File: config.mk
export PLATFORM = sky130hd
export DESIGN_NAME = input_conditioner_flat
export DESIGN_NICKNAME = d
export VERILOG_FILES = /design/src/rtl/input_conditioner_pkg.sv /design/src/rtl/input_conditioner_if.sv /design/src/rtl/input_conditioner_debounce_bit.sv /design/src/rtl/input_conditioner.sv /design/src/flat_wrapper.sv
export SDC_FILE = /design/constraint.sdc
export NUM_CORES = 1
export LEC_CHECK = 0
export CORE_ASPECT_RATIO = 0.7
export CORE_UTILIZATION = 35
export CTS_BUF_LIST = sky130_fd_sc_hd__clkbuf_16
export CTS_CLUSTER_SIZE = 16
export DETAILED_ROUTE_END_ITERATION = 8
export GPL_TIMING_DRIVEN = 0
export SLEW_MARGIN = 20
export SYNTH_ARGS = -nofsm -noshare
export SYNTH_HDL_FRONTEND = slang
export SYNTH_SLANG_ARGS = --single-unit
File: constraint.sdc
create_clock -name CLOCK_50 -period 4.5 [get_ports CLOCK_50]
set_clock_uncertainty 0.2 [all_clocks]
set_input_delay 0.9 -clock CLOCK_50 [delete_from_list [all_inputs] [get_ports CLOCK_50]]
set_output_delay 0.9 -clock CLOCK_50 [all_outputs]
set_load 0.01 [all_outputs]
File: src/rtl/input_conditioner_pkg.sv
// Shared defaults and helpers for the switch/key input conditioner.
package input_conditioner_pkg;

    localparam int N_SW_DEF      = 8;
    localparam int N_KEY_DEF     = 4;
    localparam int DB_CYCLES_DEF = 1000000;

    // Counter must be able to hold DB_CYCLES itself.
    function automatic int cnt_width(input int db_cycles);
        return (db_cycles < 1) ? 1 : $clog2(db_cycles + 1);
    endfunction

endpackage

File: src/rtl/input_conditioner_if.sv
// Raw board inputs and conditioned outputs of the input conditioner.
interface input_conditioner_if #(
    parameter int N_SW  = 8,
    parameter int N_KEY = 4
);
    logic [N_SW-1:0]  sw_in;
    logic [N_KEY-1:0] key_n_in;
    logic [N_SW-1:0]  sw_stable;
    logic [N_KEY-1:0] key_down;
    logic [N_KEY-1:0] key_press;
    logic             sw_changed;

    modport master (
        output sw_in, key_n_in,
        input  sw_stable, key_down, key_press, sw_changed
    );

    modport slave (
        input  sw_in, key_n_in,
        output sw_stable, key_down, key_press, sw_changed
    );
endinterface

File: src/rtl/input_conditioner_debounce_bit.sv
// One input bit: two-flop synchronizer, qualification counter and stable register.
module debounce_bit
    import input_conditioner_pkg::*;
#(
    parameter int   DB_CYCLES = DB_CYCLES_DEF,
    parameter logic RST_VAL   = 1'b0
) (
    input  logic clk_i,
    input  logic rst_i,
    input  logic raw_i,
    output logic stable_o
);

    localparam int            CW       = cnt_width(DB_CYCLES);
    localparam logic [CW-1:0] CNT_LAST = CW'(DB_CYCLES - 1);

    logic          sync1_q;
    logic          sync2_q;
    logic          stable_q;
    logic          stable_d;
    logic [CW-1:0] cnt_q;
    logic [CW-1:0] cnt_d;

    // Count differing samples; the increment that would reach DB_CYCLES commits instead.
    always_comb begin
        cnt_d    = '0;
        stable_d = stable_q;
        if (sync2_q != stable_q) begin
            if (cnt_q == CNT_LAST) begin
                stable_d = sync2_q;
            end else begin
                cnt_d = cnt_q + 1'b1;
            end
        end
    end

    always_ff @(posedge clk_i) begin
        if (rst_i) begin
            sync1_q  <= RST_VAL;
            sync2_q  <= RST_VAL;
            stable_q <= RST_VAL;
            cnt_q    <= '0;
        end else begin
            sync1_q  <= raw_i;
            sync2_q  <= sync1_q;
            stable_q <= stable_d;
            cnt_q    <= cnt_d;
        end
    end

    assign stable_o = stable_q;

endmodule

File: src/rtl/input_conditioner.sv
// Debounces slide switches and push-buttons; produces registered levels,
// key-press pulses and a switch-change pulse.
module input_conditioner
    import input_conditioner_pkg::*;
#(
    parameter int N_SW      = N_SW_DEF,
    parameter int N_KEY     = N_KEY_DEF,
    parameter int DB_CYCLES = DB_CYCLES_DEF
) (
    input logic                CLOCK_50,
    input logic                reset,
    input_conditioner_if.slave io
);

    logic [N_SW-1:0]  sw_stb;
    logic [N_KEY-1:0] key_stb;

    logic [N_SW-1:0]  sw_stable_q,  sw_stable_d;
    logic [N_KEY-1:0] key_down_q,   key_down_d;
    logic [N_KEY-1:0] key_press_q,  key_press_d;
    logic             sw_changed_q, sw_changed_d;

    for (genvar i = 0; i < N_SW; i++) begin : g_sw
        debounce_bit #(
            .DB_CYCLES (DB_CYCLES),
            .RST_VAL   (1'b0)
        ) u_db (
            .clk_i    (CLOCK_50),
            .rst_i    (reset),
            .raw_i    (io.sw_in[i]),
            .stable_o (sw_stb[i])
        );
    end

    // Keys are active-low, so their idle (released) level is 1.
    for (genvar i = 0; i < N_KEY; i++) begin : g_key
        debounce_bit #(
            .DB_CYCLES (DB_CYCLES),
            .RST_VAL   (1'b1)
        ) u_db (
            .clk_i    (CLOCK_50),
            .rst_i    (reset),
            .raw_i    (io.key_n_in[i]),
            .stable_o (key_stb[i])
        );
    end

    always_comb begin
        sw_stable_d  = sw_stb;
        key_down_d   = ~key_stb;
        key_press_d  = key_down_d & ~key_down_q;
        sw_changed_d = |(sw_stable_d ^ sw_stable_q);
    end

    always_ff @(posedge CLOCK_50) begin
        if (reset) begin
            sw_stable_q  <= '0;
            key_down_q   <= '0;
            key_press_q  <= '0;
            sw_changed_q <= 1'b0;
        end else begin
            sw_stable_q  <= sw_stable_d;
            key_down_q   <= key_down_d;
            key_press_q  <= key_press_d;
            sw_changed_q <= sw_changed_d;
        end
    end

    assign io.sw_stable  = sw_stable_q;
    assign io.key_down   = key_down_q;
    assign io.key_press  = key_press_q;
    assign io.sw_changed = sw_changed_q;

endmodule

File: src/flat_wrapper.sv
// flat-port wrapper written by rule: the top's interface ports become plain ports
module input_conditioner_flat import input_conditioner_pkg::*;
#(
    parameter int N_SW      = N_SW_DEF,
    parameter int N_KEY     = N_KEY_DEF,
    parameter int DB_CYCLES = DB_CYCLES_DEF
)
  (CLOCK_50, reset, io_sw_in, io_key_n_in, io_sw_stable, io_key_down, io_key_press, io_sw_changed);
  input_conditioner_if #(.N_SW(N_SW), .N_KEY(N_KEY)) io_i ();
  input logic CLOCK_50;
  input logic reset;
  input wire logic [$bits(io_i.sw_in)-1:0] io_sw_in;
  input wire logic [$bits(io_i.key_n_in)-1:0] io_key_n_in;
  output wire logic [$bits(io_i.sw_stable)-1:0] io_sw_stable;
  output wire logic [$bits(io_i.key_down)-1:0] io_key_down;
  output wire logic [$bits(io_i.key_press)-1:0] io_key_press;
  output wire logic [$bits(io_i.sw_changed)-1:0] io_sw_changed;
  assign io_i.sw_in = io_sw_in;
  assign io_i.key_n_in = io_key_n_in;
  assign io_sw_stable = io_i.sw_stable;
  assign io_key_down = io_i.key_down;
  assign io_key_press = io_i.key_press;
  assign io_sw_changed = io_i.sw_changed;
  input_conditioner #(.N_SW(N_SW), .N_KEY(N_KEY), .DB_CYCLES(DB_CYCLES)) u_core (.CLOCK_50(CLOCK_50), .reset(reset), .io(io_i));
endmodule
==> results.md <==
| Metric | Value |
|:---|:---|
| Critical setup path kind | reg -> reg |
| Synth warnings | 0 |
| Clk_lat worst skew | 550 ps |
| Setup repair after global routing missed its margin | no |
| Clock H-tree levels | 1 |
| Async set or reset register ratio after synthesis | 0% |
| Number of diodes | 0 |
| Worst hold path stage count | 1 |
| DRC violation count after routing | 0 |
| Overflow after GRT | 0 |
| Clock input transition at the sequential cells of the worst setup and hold paths | 60 ps |
| Data required time at the worst endpoint | 4720 ps |
| Unique cell type count in the Yosys netlist | 42 |
| Startpoint types | flop |
| Largest vdd supply drop | 0.0002631 V |
| Post-layout instance area | 0.01427 sq mm |
| Data arrival time of the worst path | 2960 ps |
| Final Max Slew Viols | 0 |
| Number of nets with antenna violations after detailed routing | 0 |
| Leak pwr | 4.331 nW |
| Clock period minus final worst setup slack | 2747 ps |
| Die boundary height | 160.3 um |
| Via count of the routed design | 9858 |
| # Post-CTS Setup Buffers | 0 |
| Fraction of final layout cells with drive strength greater than 1 | 5.003% |
| Cell-by-cell listing of the critical path | ha_1, and4_1, clkbuf_1, nand2_1, o21ai_1, clkbuf_1, nor2_1 |
| Number of enable flip-flop cells after synthesis | 0 |
| Number of antenna violations at the first check in global routing | 0 |
| Maximum root-to-sink buffer count | 3 |
| Hold path startpoint | u_core.g_key[2].u_db.sync1_q |
| Post-synthesis instance total | 1421 |
| HPWL after DPL | 17750 um |
| GRT Resource Usage Total | 13.78% |
| Netlist area before placement | 0.01253 sq mm |
| Part of the cycle the worst path needs | 61.04% |
| Total routed wirelength | 25320 um |
| Average size of a mapped cell | 8.817 sq um |
| Area of the core | 0.03495 sq mm |
| Largest net degree at the start of global routing | 15 |
| Initial core utilization | 35.85% |
| Transition time of the tightest slew-check pin | 928.3 ps |
| Max FO, Critical Path | 10 |
| Status | finished clean |
| Synthesis-stage register bit count | 293 |
| Most common cell after layout, fill and taps aside | sky130_fd_sc_hd__dfxtp_1 |
| Kind of end point of the critical path | flop |
| Worst Hold End | u_core.g_key[2].u_db.sync2_q |
| Critical R2R Capture | u_core.g_sw[4].u_db.cnt_q[7] |
| CTS Root Buffer Type | sky130_fd_sc_hd__clkbuf_16 |
| Number of maximum-capacitance violations | 0 |
| Final Setup Violations | 0 |
| Total chip power | 0.004938 W |
| Number of port buffers | 29 |
| Worst path slowest cell | sky130_fd_sc_hd__o21ai_1 |
| Beginning of the worst register-to-register path | u_core.g_sw[4].u_db.cnt_q[0] |
| Number of buffers inserted during clock tree synthesis | 28 |
| Final net count | 1506 |
| Power per Cell Area | 346.0 mW/mm^2 |
| Max incr delay on CP | 610 ps |
| Setup slack, reg-to-reg | 1750 ps |
| Number of global-route vias before repair | 8953 |
| Cts repair resizes | 0 |
| Cell depth of the worst flop-to-flop path | 7 |
| Top flip-flop cell by instance count after synthesis | sky130_fd_sc_hd__dfxtp_1 |
| Post-synthesis net count | 1447 |
| Sequential-to-total area share from yosys stat | 46.82% |
| Die footprint | 0.03657 sq mm |
| Share of the core filled with cells in the final layout | 40.84% |
| Weighted congestion at the end of routability-driven global placement | 0.7833 |
| Maximum frequency from static timing analysis | 0.3640 GHz |
| Worst min path class | reg -> reg |
| Area growth from synthesis to layout | 13.91% |
| # IOs | 31 |
| CTS Hold Buffers Added | 0 |
| Count of routing violations after the opening detailed-route iteration | 517 |
| Average detailed-routed wire length per instance | 12.84 um |
| TritonCTS clock tree | built |
| Drt pass-1 iters | 7 |
| First-pass GRT wire length | 43310 um |
| Most used cell, CP | sky130_fd_sc_hd__clkbuf_1 |
| Floorplan row count | 57 |
| Post-Place Cell Area | 0.01341 sq mm |
| Aggregate negative setup slack | 0 ps |
| Max-slew headroom | 38.11% |
| Number of sinks driven by the clock tree | 293 |
| Final hold violation count | 0 |
| Width of the chip | 228.1 um |
| Vias per Instance | 5.002 |
| Most used cells in the layout excluding fill and tap cells | sky130_fd_sc_hd__dfxtp_1 (293), sky130_fd_sc_hd__nor2_1 (178), sky130_fd_sc_hd__nand3_1 (82), sky130_fd_sc_hd__xor2_1 (82), sky130_fd_sc_hd__a21oi_1 (81) |
==> Yosys cell counts, types with 22 or more instances <==
master / number / area (sq um)
sky130_fd_sc_hd__a21oi_1: 81 / 405.4
sky130_fd_sc_hd__and3_1: 23 / 143.9
sky130_fd_sc_hd__clkbuf_1: 33 / 123.9
sky130_fd_sc_hd__dfxtp_1: 293 / 5866
sky130_fd_sc_hd__inv_1: 54 / 202.7
sky130_fd_sc_hd__nand2_1: 66 / 247.7
sky130_fd_sc_hd__nand3_1: 82 / 410.4
sky130_fd_sc_hd__nand4_1: 54 / 337.8
sky130_fd_sc_hd__nor2_1: 178 / 668.1
sky130_fd_sc_hd__nor2b_1: 24 / 150.1
sky130_fd_sc_hd__nor3_1: 36 / 180.2
sky130_fd_sc_hd__nor4_1: 23 / 143.9
sky130_fd_sc_hd__o21ai_0: 59 / 295.3
sky130_fd_sc_hd__o31ai_1: 22 / 165.2
sky130_fd_sc_hd__or3_1: 57 / 356.6
sky130_fd_sc_hd__or4_1: 39 / 292.8
sky130_fd_sc_hd__xnor2_1: 79 / 691.9
sky130_fd_sc_hd__xor2_1: 82 / 718.2
==> worst max-delay path by stage <==
stage / end / cells past startpoint / slack [ps] / start
detailed placement: u_core.g_sw[3].u_db.cnt_q[5] / 6 / 1270 / reset
CTS: u_core.g_sw[4].u_db.cnt_q[7] / 7 / 1720 / u_core.g_sw[4].u_db.cnt_q[0]
finish: u_core.g_sw[4].u_db.cnt_q[7] / 7 / 1750 / u_core.g_sw[4].u_db.cnt_q[0]
floorplan: u_core.g_sw[3].u_db.cnt_q[10] / 6 / 2170 / reset
global route: u_core.g_sw[4].u_db.cnt_q[8] / 7 / 1520 / u_core.g_sw[4].u_db.cnt_q[0]
global placement: u_core.g_sw[3].u_db.cnt_q[5] / 6 / 1280 / reset
==> kinds of logic (layout without fill, tap and decap cells) <==
logic type                 Yosys count  count (layout)  synth area share, %
xor gates and xnor gates           161             161                11.26
adders and majority gates           12              12                1.198
DFF                                293             293                46.82
AOI/OAI and AO/OA                  187             187                8.489
and+or+nand+nor                    667             667                28.83
buffers and inverters              101             179                3.405
==> where the power goes <==
part           internal (W)  switching [W]  total (W)
clock network       0.00127       0.000983    0.00225
registers           0.00261     0.00000719    0.00261
logic             0.0000268      0.0000455  0.0000723
==> worst max-delay path, delay by kind of cell, from the launching register on <==
family                   cells  cell delay [ps]
AO/OA/AOI/OAI                1              610
adder cells (fa/ha/maj)      1              230
AND/OR/NAND/NOR              3              510
flip-flops                   1              390
buffers and inverters        2              670
==> per-layer routing <==
layer / wire length [um] / GRT usage (%) / up-vias
met2: 10410 / 20.52 / 97
met1: 13580 / 20.33 / 4582
li1: - / - / 5137
met4: 543 / 3.325 / 0
met3: 785 / 2.628 / 42
met5: 0 / 0 / -
==> registers in the layout, summed over array words and instances, names as in the netlist <==
register and cells:
u_core.io.key_down 4, u_core.g_sw.u_db.sync1_q 8, u_core.io.sw_stable 8, u_core.g_key.u_db.sync1_q 4
u_core.io.sw_changed 1, u_core.g_sw.u_db.stable_o 8, u_core.g_sw.u_db.sync2_q 8, u_core.g_key.u_db.stable_o 4
u_core.g_key.u_db.sync2_q 4, u_core.io.key_press 4, u_core.g_key.u_db.cnt_q 80, u_core.g_sw.u_db.cnt_q 160
==> final cells by class <==
cell class	count	area, sq um
clock buffers	29	725.7
flip-flops and latches	293	5866
multi-input cells	1027	6236
clock inverters	20	136.4
plain buffers	47	224.0
repair buffers	29	290.3
well taps	472	590.6
inverters	54	202.7
fillers	3486	20670
==> through the flow <==
step / hold slack [ps] / cells / setup slack [ps]
after floorplan: 189.5 / 1421 / 2166
after global placement: 197.8 / 1922 / 1282
after detailed placement: 196.0 / 1922 / 1268
after CTS: 210.7 / 1971 / 1723
after global routing: 221.2 / 1971 / 1516
final: 208.5 / 1971 / 1753
Power figures use the tool's default switching activity.
